`src/rtl/hazard_forward_pipe_pkg.sv`:
```
// pipe_pkg: shared definitions for hazard_forward_pipe.
//   - default parameter constants for the pipeline and its forwarding muxes
//   - stage_ctrl_t: per-stage control flags of a stage entry
//   - sel_w(): width of one per-source forwarding-select field
package pipe_pkg;

  localparam int unsigned DATA_W_DEF     = 32;
  localparam int unsigned REG_AW_DEF     = 5;
  localparam int unsigned NUM_SRC_DEF    = 2;
  localparam int unsigned STAGES_DEF     = 3;
  localparam int unsigned LOAD_STAGE_DEF = 2;

  // Control part of a stage entry; dst/data live beside it in arrays sized
  // by the instantiating module's parameters.
  typedef struct packed {
    logic valid;
    logic reg_write;
    logic is_load;
    logic rdy;
  } stage_ctrl_t;

  function automatic int unsigned sel_w(input int unsigned stages);
    return (stages < 2) ? 32'd1 : 32'($clog2(stages));
  endfunction

endpackage

```
`src/rtl/hazard_forward_pipe_fwd_mux.sv`:
```
// operand_forward_mux: priority forwarding select for one source operand.
//   src_addr/src_data : source register number and its captured RF data
//   prod              : producer-candidate flag per stage 1..DEPTH (bit k = stage k+1)
//   prod_dst/prod_data: destination and data of those stages
//   op_data/sel       : chosen operand and stage index (0 = register file)
module operand_forward_mux
  import pipe_pkg::*;
#(
  parameter int unsigned DATA_W = DATA_W_DEF,
  parameter int unsigned REG_AW = REG_AW_DEF,
  parameter int unsigned DEPTH  = STAGES_DEF - 1,
  parameter int unsigned SEL_W  = 2
) (
  input  logic [REG_AW-1:0]       src_addr,
  input  logic [DATA_W-1:0]       src_data,
  input  logic [DEPTH-1:0]        prod,
  input  logic [DEPTH*REG_AW-1:0] prod_dst,
  input  logic [DEPTH*DATA_W-1:0] prod_data,
  output logic [DATA_W-1:0]       op_data,
  output logic [SEL_W-1:0]        sel
);

  // Scan from the youngest stage; the first hit wins. r0 never forwards.
  always_comb begin : pick
    logic found;
    found   = 1'b0;
    op_data = src_data;
    sel     = '0;
    for (int unsigned k = 0; k < DEPTH; k++) begin
      if (!found && prod[k] && (src_addr != '0) &&
          (prod_dst[k*REG_AW +: REG_AW] == src_addr)) begin
        found   = 1'b1;
        op_data = prod_data[k*DATA_W +: DATA_W];
        sel     = SEL_W'(k + 1);
      end
    end
  end

endmodule

```
`src/rtl/hazard_forward_pipe.sv`:
```
// hazard_forward_pipe: tracks STAGES pipeline stages after ID (0 = EX,
// STAGES-1 = WB), stalls ID on load-use hazards and forwards results to
// the stage-0 operands.
//   clk, reset            : clock, synchronous active-high reset
//   id_*                  : instruction currently in ID and its RF read data
//   flush                 : kill the ID and stage-0 instructions
//   ex_result, mem_rdata  : stage-0 result, load data for LOAD_STAGE entry
//   stall                 : hold PC and IF/ID
//   ex_valid/ex_dst_addr  : stage-0 status
//   ex_op_data, fwd_sel   : forwarded stage-0 operands and their source stage
//   wb_we/wb_addr/wb_data : register-file write port from the last stage
module hazard_forward_pipe
  import pipe_pkg::*;
#(
  parameter int unsigned DATA_W     = DATA_W_DEF,
  parameter int unsigned REG_AW     = REG_AW_DEF,
  parameter int unsigned NUM_SRC    = NUM_SRC_DEF,
  parameter int unsigned STAGES     = STAGES_DEF,
  parameter int unsigned LOAD_STAGE = LOAD_STAGE_DEF
) (
  input  logic                              clk,
  input  logic                              reset,
  input  logic                              id_valid,
  input  logic [NUM_SRC*REG_AW-1:0]         id_src_addr,
  input  logic [NUM_SRC*DATA_W-1:0]         id_src_data,
  input  logic [REG_AW-1:0]                 id_dst_addr,
  input  logic                              id_reg_write,
  input  logic                              id_is_load,
  input  logic                              flush,
  input  logic [DATA_W-1:0]                 ex_result,
  input  logic [DATA_W-1:0]                 mem_rdata,
  output logic                              stall,
  output logic                              ex_valid,
  output logic [REG_AW-1:0]                 ex_dst_addr,
  output logic [NUM_SRC*DATA_W-1:0]         ex_op_data,
  output logic [NUM_SRC*sel_w(STAGES)-1:0]  fwd_sel,
  output logic                              wb_we,
  output logic [REG_AW-1:0]                 wb_addr,
  output logic [DATA_W-1:0]                 wb_data
);

  localparam int unsigned SEL_W = sel_w(STAGES);
  localparam int unsigned DEPTH = STAGES - 1;

  stage_ctrl_t       flg      [STAGES];
  logic [REG_AW-1:0] dst      [STAGES];
  logic [DATA_W-1:0] data     [STAGES];
  logic [REG_AW-1:0] src_addr [NUM_SRC];
  logic [DATA_W-1:0] src_data [NUM_SRC];

  stage_ctrl_t       nxt_flg      [STAGES];
  logic [REG_AW-1:0] nxt_dst      [STAGES];
  logic [DATA_W-1:0] nxt_data     [STAGES];
  logic [REG_AW-1:0] nxt_src_addr [NUM_SRC];
  logic [DATA_W-1:0] nxt_src_data [NUM_SRC];

  logic stall_hit;

  // A load still short of LOAD_STAGE-1 cannot supply data in time for an
  // ID consumer that would enter stage 0 next cycle.
  always_comb begin
    stall_hit = 1'b0;
    for (int unsigned i = 0; i < NUM_SRC; i++) begin
      for (int unsigned s = 0; s + 1 < LOAD_STAGE; s++) begin
        if ((id_src_addr[i*REG_AW +: REG_AW] != '0) && flg[s].valid &&
            flg[s].reg_write && flg[s].is_load && !flg[s].rdy &&
            (dst[s] == id_src_addr[i*REG_AW +: REG_AW]))
          stall_hit = 1'b1;
      end
    end
  end

  assign stall = id_valid & ~flush & stall_hit;

  always_comb begin
    for (int unsigned i = 0; i < NUM_SRC; i++) begin
      nxt_src_addr[i] = '0;
      nxt_src_data[i] = '0;
    end
    nxt_flg[0]  = '0;
    nxt_dst[0]  = '0;
    nxt_data[0] = '0;
    if (id_valid && !flush && !stall_hit) begin
      nxt_flg[0] = '{valid: 1'b1, reg_write: id_reg_write,
                     is_load: id_is_load, rdy: 1'b0};
      nxt_dst[0] = id_dst_addr;
      for (int unsigned i = 0; i < NUM_SRC; i++) begin
        nxt_src_addr[i] = id_src_addr[i*REG_AW +: REG_AW];
        nxt_src_data[i] = id_src_data[i*DATA_W +: DATA_W];
      end
    end
    for (int unsigned s = 1; s < STAGES; s++) begin
      nxt_flg[s]  = flg[s-1];
      nxt_dst[s]  = dst[s-1];
      nxt_data[s] = data[s-1];
      if (s == 1) begin
        nxt_data[s]    = ex_result;
        nxt_flg[s].rdy = ~flg[0].is_load;
      end
      if ((s == LOAD_STAGE) && flg[s-1].is_load) begin
        nxt_data[s]    = mem_rdata;
        nxt_flg[s].rdy = 1'b1;
      end
    end
    if (flush) begin
      nxt_flg[1]  = '0;
      nxt_dst[1]  = '0;
      nxt_data[1] = '0;
    end
  end

  always_ff @(posedge clk) begin
    if (reset) begin
      for (int unsigned s = 0; s < STAGES; s++) begin
        flg[s]  <= '0;
        dst[s]  <= '0;
        data[s] <= '0;
      end
      for (int unsigned i = 0; i < NUM_SRC; i++) begin
        src_addr[i] <= '0;
        src_data[i] <= '0;
      end
    end else begin
      for (int unsigned s = 0; s < STAGES; s++) begin
        flg[s]  <= nxt_flg[s];
        dst[s]  <= nxt_dst[s];
        data[s] <= nxt_data[s];
      end
      for (int unsigned i = 0; i < NUM_SRC; i++) begin
        src_addr[i] <= nxt_src_addr[i];
        src_data[i] <= nxt_src_data[i];
      end
    end
  end

  logic [DEPTH-1:0]        prod;
  logic [DEPTH*REG_AW-1:0] prod_dst;
  logic [DEPTH*DATA_W-1:0] prod_data;

  always_comb begin
    prod      = '0;
    prod_dst  = '0;
    prod_data = '0;
    for (int unsigned k = 0; k < DEPTH; k++) begin
      prod[k]                       = flg[k+1].valid & flg[k+1].reg_write;
      prod_dst[k*REG_AW +: REG_AW]  = dst[k+1];
      prod_data[k*DATA_W +: DATA_W] = data[k+1];
    end
  end

  for (genvar i = 0; i < NUM_SRC; i++) begin : g_src
    operand_forward_mux #(
      .DATA_W (DATA_W),
      .REG_AW (REG_AW),
      .DEPTH  (DEPTH),
      .SEL_W  (SEL_W)
    ) u_mux (
      .src_addr  (src_addr[i]),
      .src_data  (src_data[i]),
      .prod      (prod),
      .prod_dst  (prod_dst),
      .prod_data (prod_data),
      .op_data   (ex_op_data[i*DATA_W +: DATA_W]),
      .sel       (fwd_sel[i*SEL_W +: SEL_W])
    );
  end

  assign ex_valid    = flg[0].valid;
  assign ex_dst_addr = dst[0];
  assign wb_we       = flg[STAGES-1].valid & flg[STAGES-1].reg_write &
                       (dst[STAGES-1] != '0);
  assign wb_addr     = dst[STAGES-1];
  assign wb_data     = data[STAGES-1];

endmodule
```
`config.mk`:
```
export PLATFORM = sky130hd
export DESIGN_NAME = hazard_forward_pipe
export DESIGN_NICKNAME = d
export VERILOG_FILES = /design/src/rtl/hazard_forward_pipe_pkg.sv /design/src/rtl/hazard_forward_pipe_fwd_mux.sv /design/src/rtl/hazard_forward_pipe.sv
export SDC_FILE = /design/constraint.sdc
export NUM_CORES = 1
export LEC_CHECK = 0
export CAP_MARGIN = 20
export CELL_PAD_IN_SITES_DETAIL_PLACEMENT = 0
export CELL_PAD_IN_SITES_GLOBAL_PLACEMENT = 2
export CORE_UTILIZATION = 27
export DETAILED_ROUTE_END_ITERATION = 8
export PLACE_DENSITY = 0.89
export SLEW_MARGIN = 20
export SYNTH_ARGS = -nofsm -noshare
export SYNTH_HDL_FRONTEND = slang
export SYNTH_HIERARCHICAL = 1
export SYNTH_SLANG_ARGS = --single-unit
```
`constraint.sdc`:
```
create_clock -name clk -period 2.8 [get_ports clk]
set_clock_uncertainty 0.2 [all_clocks]
set_input_delay 0.84 -clock clk [delete_from_list [all_inputs] [get_ports clk]]
set_output_delay 0.84 -clock clk [all_outputs]
set_load 0.02 [all_outputs]
```
# Word-level counts from Yosys, hierarchy flattened
# Memories as Yosys holds them, arrays and structs flattened.
# Cells that the tools add are included.
# Widths: inputs -> output; s select.
# word_totals
n_memories,5
wordCells,100
ff_bits,0
ramBits,197
# classes
n_reduce_logical,32
eq_ne,6
bitwise,20
muxes,37
# mem_list
memory,depth,width,rd,rd_ports_with_merged_regs,write_ports,line,rtl
data,3,32,2,0,3,hazard_forward_pipe.sv:47,logic [DATA_W-1:0] data [STAGES];
src_data,2,32,2,0,2,hazard_forward_pipe.sv:49,logic [DATA_W-1:0] src_data [NUM_SRC];
dst,3,5,3,0,3,hazard_forward_pipe.sv:46,logic [REG_AW-1:0] dst [STAGES];
flg,3,4,3,0,3,hazard_forward_pipe.sv:45,stage_ctrl_t flg [STAGES];
src_addr,2,5,2,0,2,hazard_forward_pipe.sv:48,logic [REG_AW-1:0] src_addr [NUM_SRC];
# op_table
operator,n
$mux 32,11
$mux 64,1
$mux 5,7
$eq 5x5->1,6
$reduce_bool 5->1,5
$logic_and 1x1->1,22
$mux 4,5
$or 1x1->1,13
$mux 1,10
$mux 10,1
$and 1x1->1,5
$logic_not 1->1,5
$mux 2,2
$not 1->1,2

# Depth between registers and ports, before layout
# Gate-level depths: netlist of run 1.
# logic_depth
ltp_word,12
mapped_depth,6

# Modules after synthesis
# Netlist of run 1, hierarchy kept.
# by_module_without_submodules
module,seq_area_each_um2,n_inst,area_each_um2,cells_each
hazard_forward_pipe,3223.1,1,5918.2,519
operand_forward_mux,0.0,2,964.7,171

# Worst setup path before layout of run 1
# No wires, ideal clock.
# synth_path
path_kind,register to output
start,memory src_addr[0][1] (netlist name)
end,output ex_op_data[21]
setup_slack_ps,-40
arrival_time_ps,1800
path_stages_with_launch,6
path_cell_list,dfxtp_1 > or4_4 > o211ai_2 > clkbuf_2 > o21ai_0 > a31oi_1
# synth_lines
item,line,rtl
from (decl),hazard_forward_pipe.sv:48,
to (decl),hazard_forward_pipe.sv:35,"output logic [NUM_SRC*DATA_W-1:0] ex_op_data,"

==> impl_metrics.toml, run 1 <==
[route]
num_vias = 7700
ant_nets = 0
wl_um = 32100
routedWlPerCell_um = 20.9
via_per_inst = 5.01
route.detailed.drc = 0
dr.pass1.iters = 5
dr.first_iter.drc_count = 581

[global_route]
grt_max_degree = 83
use_met1_pct = 26.2
met2_usage_pct = 33.5
grt_overflow = 0
grt_pass1_wl_um = 45100
grt_use_total_pct = 20.5
grt_antenna_before_repair = 1
grt-busiest-layer = "met2"
grt_pass1_vias = 7327
use_met3_pct = 4.67

[power]
p_per_area_nw_per_um2 = 446
power.leakage_nw = 4.90
ir_worst_vdd_v = 0.000398

[placed_design]
port_buffers = 261
gp_congestion = 0.857
dp_cells = 1484
pre_cts_slack_ns = -0.922
dp_hpwl_um = 22100

[setup_path]
critPathMaxFanout = 5
arrival_ns = 2.36
end_kind = "output pin"
critPathKind = "flip-flop to output pin"
cp_cell_sequence = "or4_4 > o211ai_4 > buf_6 > buf_12 > nor3_4 > a31oi_2 > buf_4"
critPathSlowestCell = "or4_4"
crit_family = "simple AND/OR/NAND/NOR gates"
startpoint_type = "flip-flop"
worst-endpoint-required_ns = 1.76
critical_path_buf_inv_count = 3
slowest_delay_ns = 0.58

[clocking]
cts.htree.levels = 4
clk_pin_slew_ns = 0.07
cts_tree = "done"
cts_made_buffers = 17
root_buffer = "clkbuf_16"
cts.sink_count = 161
worst_skew_pair.late_latency_ns = 0.43
clk_path_buf_depth = 2

[sta]
drv_slew = 0
finalSetupViolCount = 69
tightest_slew_ns = 0.893
fin_setup_tns_ns = -35.74
finalCriticalPeriod_ns = 3.40
slew_headroom_pct = 40.4
rsz0062_at_grt = "true"
fmax_ghz = 0.294
hold_violations = 0
min_period_over_period_pct = 121
layout_setup_ws_ns = -0.596

[floorplanning]
ios = 262
die_h_um = 172
die_area_um2 = 29800
fp.dieW_um = 172
start_util_pct = 27.4
core_area_um2 = 28600
rows = 62

[run]
maxCapViolCount = 0

[synth]
synth.distinct_cells = 31
netlist_area_um2 = 7850
syn_nets = 1010
ys_ff_latch = 161
yosysWarnings = 6
syn_area_per_cell_um2 = 9.11
synthCells = 861
seq_area_frac_synth_pct = 41.1

[cells_and_area]
final_cells = 1537
area_growth_pct = 63.8
drive_above_1_share_pct = 35.4
nets = 1287

[hold_path]
min_path_type = "flip-flop to flip-flop"

[run_status]
status = "finished, violations left"
violations = "negative setup slack"
where the power goes:
part / switching [mW] / leakage [nW] / internal (mW)
clock: 1.08 / 0.303 / 1.43
sequential: 0.0548 / 1.32 / 2.35
combinational: 0.396 / 3.28 / 0.404
total: 1.54 / 4.90 / 4.19
path summary, 6_finish.rpt:
path,startpoint,to,slack [ns],cells after the start
worst max-delay path,src_addr[0][8],ex_op_data[44],-0.60,7
worst min-delay path,flg[0][6],flg[0][10],0.26,1
worst max register to register,dst[0][0],src_data[0][58],0.21,6
worst min register to register,flg[0][6],flg[0][10],0.26,1
layout by cell type (no fill, tap or decap), types with 3 or more instances in the layout:
cell	Yosys	final
o21ai_2	0	8
nor3_1	75	56
clkbuf_16	0	21
a31oi_1	64	5
clkdlybuf4s50_1	0	180
buf_12	0	17
clkinv_4	0	3
xnor2_2	0	7
buf_2	14	4
o21ai_0	54	25
inv_6	0	6
buf_6	15	42
mux2i_1	32	32
o211ai_4	0	4
or4_4	2	3
nor2b_1	8	7
nor2_1	35	32
a31oi_4	0	8
nand3_1	65	65
bufinv_16	0	3
dfxtp_2	0	5
inv_8	0	3
a31oi_2	0	51
and2_1	42	42
dfxtp_1	161	154
xnor2_1	28	21
nor3_2	72	79
nor3_4	0	12
buf_8	0	7
nand4_1	6	6
o21ai_1	10	31
buf_4	19	105
nand3b_1	81	81
cell families after synthesis:
| group | share of synthesized area, % |
|---|---|
| AND/OR/NAND/NOR | 33.1 |
| flip-flops | 41.1 |
| AO/OA/AOI/OAI | 11.0 |
| buffers and inverters | 7.67 |
| multiplexers | 4.08 |
| XOR/XNOR | 3.13 |
sequential cells by signal (all words and copies together) (netlist names):
signal    flops
src_data     64
dst          15
src_addr     10
data         64
flg           8
metal layers:
metal / up-vias / wire length (um)
met2: 270 / 15300
li1: 3642 / -
met5: - / 0
met4: 0 / 730
met1: 3749 / 14000
met3: 39 / 2120
synth_stat cells:
cell type	n	area, um2
nand3b_1	81	608
or4_4	2	22.5
nor4b_2	1	15.0
nand3_1	65	325
xnor2_1	28	245
and4_1	2	17.5
buf_4	19	143
buf_6	15	169
o21ai_1	10	50.1
nand4_1	6	37.5
o21a_1	2	15.0
nor3_2	72	721
nand2_1	2	7.51
o211ai_2	4	50.1
dfxtp_1	161	3220
o21ai_0	54	270
buf_2	14	70.1
and2_1	42	263
nor2b_1	8	50.1
nor2_1	35	131
inv_2	2	7.51
nor3_1	75	375
or4_1	1	7.51
a31oi_1	64	400
clkbuf_2	2	10.0
a211oi_2	2	25.0
o41ai_2	2	32.5
mux2i_1	32	320
or2_1	2	12.5
clkbuf_1	54	203
o211a_1	2	20.0
through the flow:
stage	power, mW	hold WS, ns	util (%)	area [um2]
2_1_floorplan	2.75	0.229	-	8210
3_3_place_gp	3.22	0.240	40.3	11500
3_5_place_dp	3.22	0.240	40.3	11500
4_1_cts	5.74	0.258	42.8	12300
5_1_grt	5.93	0.273	44.9	12900
6_report	5.73	0.258	44.9	12900
final cells by class:
| cell class | instances | area [um2] |
|---|---|---|
| repair buffers | 362 | 3670 |
| well taps | 384 | 480 |
| flip-flops and latches | 161 | 3240 |
| fillers | 2714 | 15800 |
| multi-input cells | 594 | 4820 |
| diodes | 2 | 5.00 |
| clock buffers | 17 | 425 |
| inverters | 2 | 20.0 |
| clock inverters | 15 | 195 |
repair_timing:
item / 4_1_cts / 5_1_grt
hold endpoints to repair: 0 / 0
setup endpoints to repair: 111 / 73
hold buffers: 0 / 0
gates resized for setup: 440 / 108
pin swaps: 29 / 41
setup buffers: 6 / 6
gates cloned: 1 / 6
Power figures use the tool's default switching activity.
==> run 2: changes to the inputs <==
- CTS_CLUSTER_SIZE: default -> 16
- HOLD_SLACK_MARGIN: default -> 0.05
==> results of run 2 <==
Same layout as run 1: the final DEF is identical, and so are final timing and power.
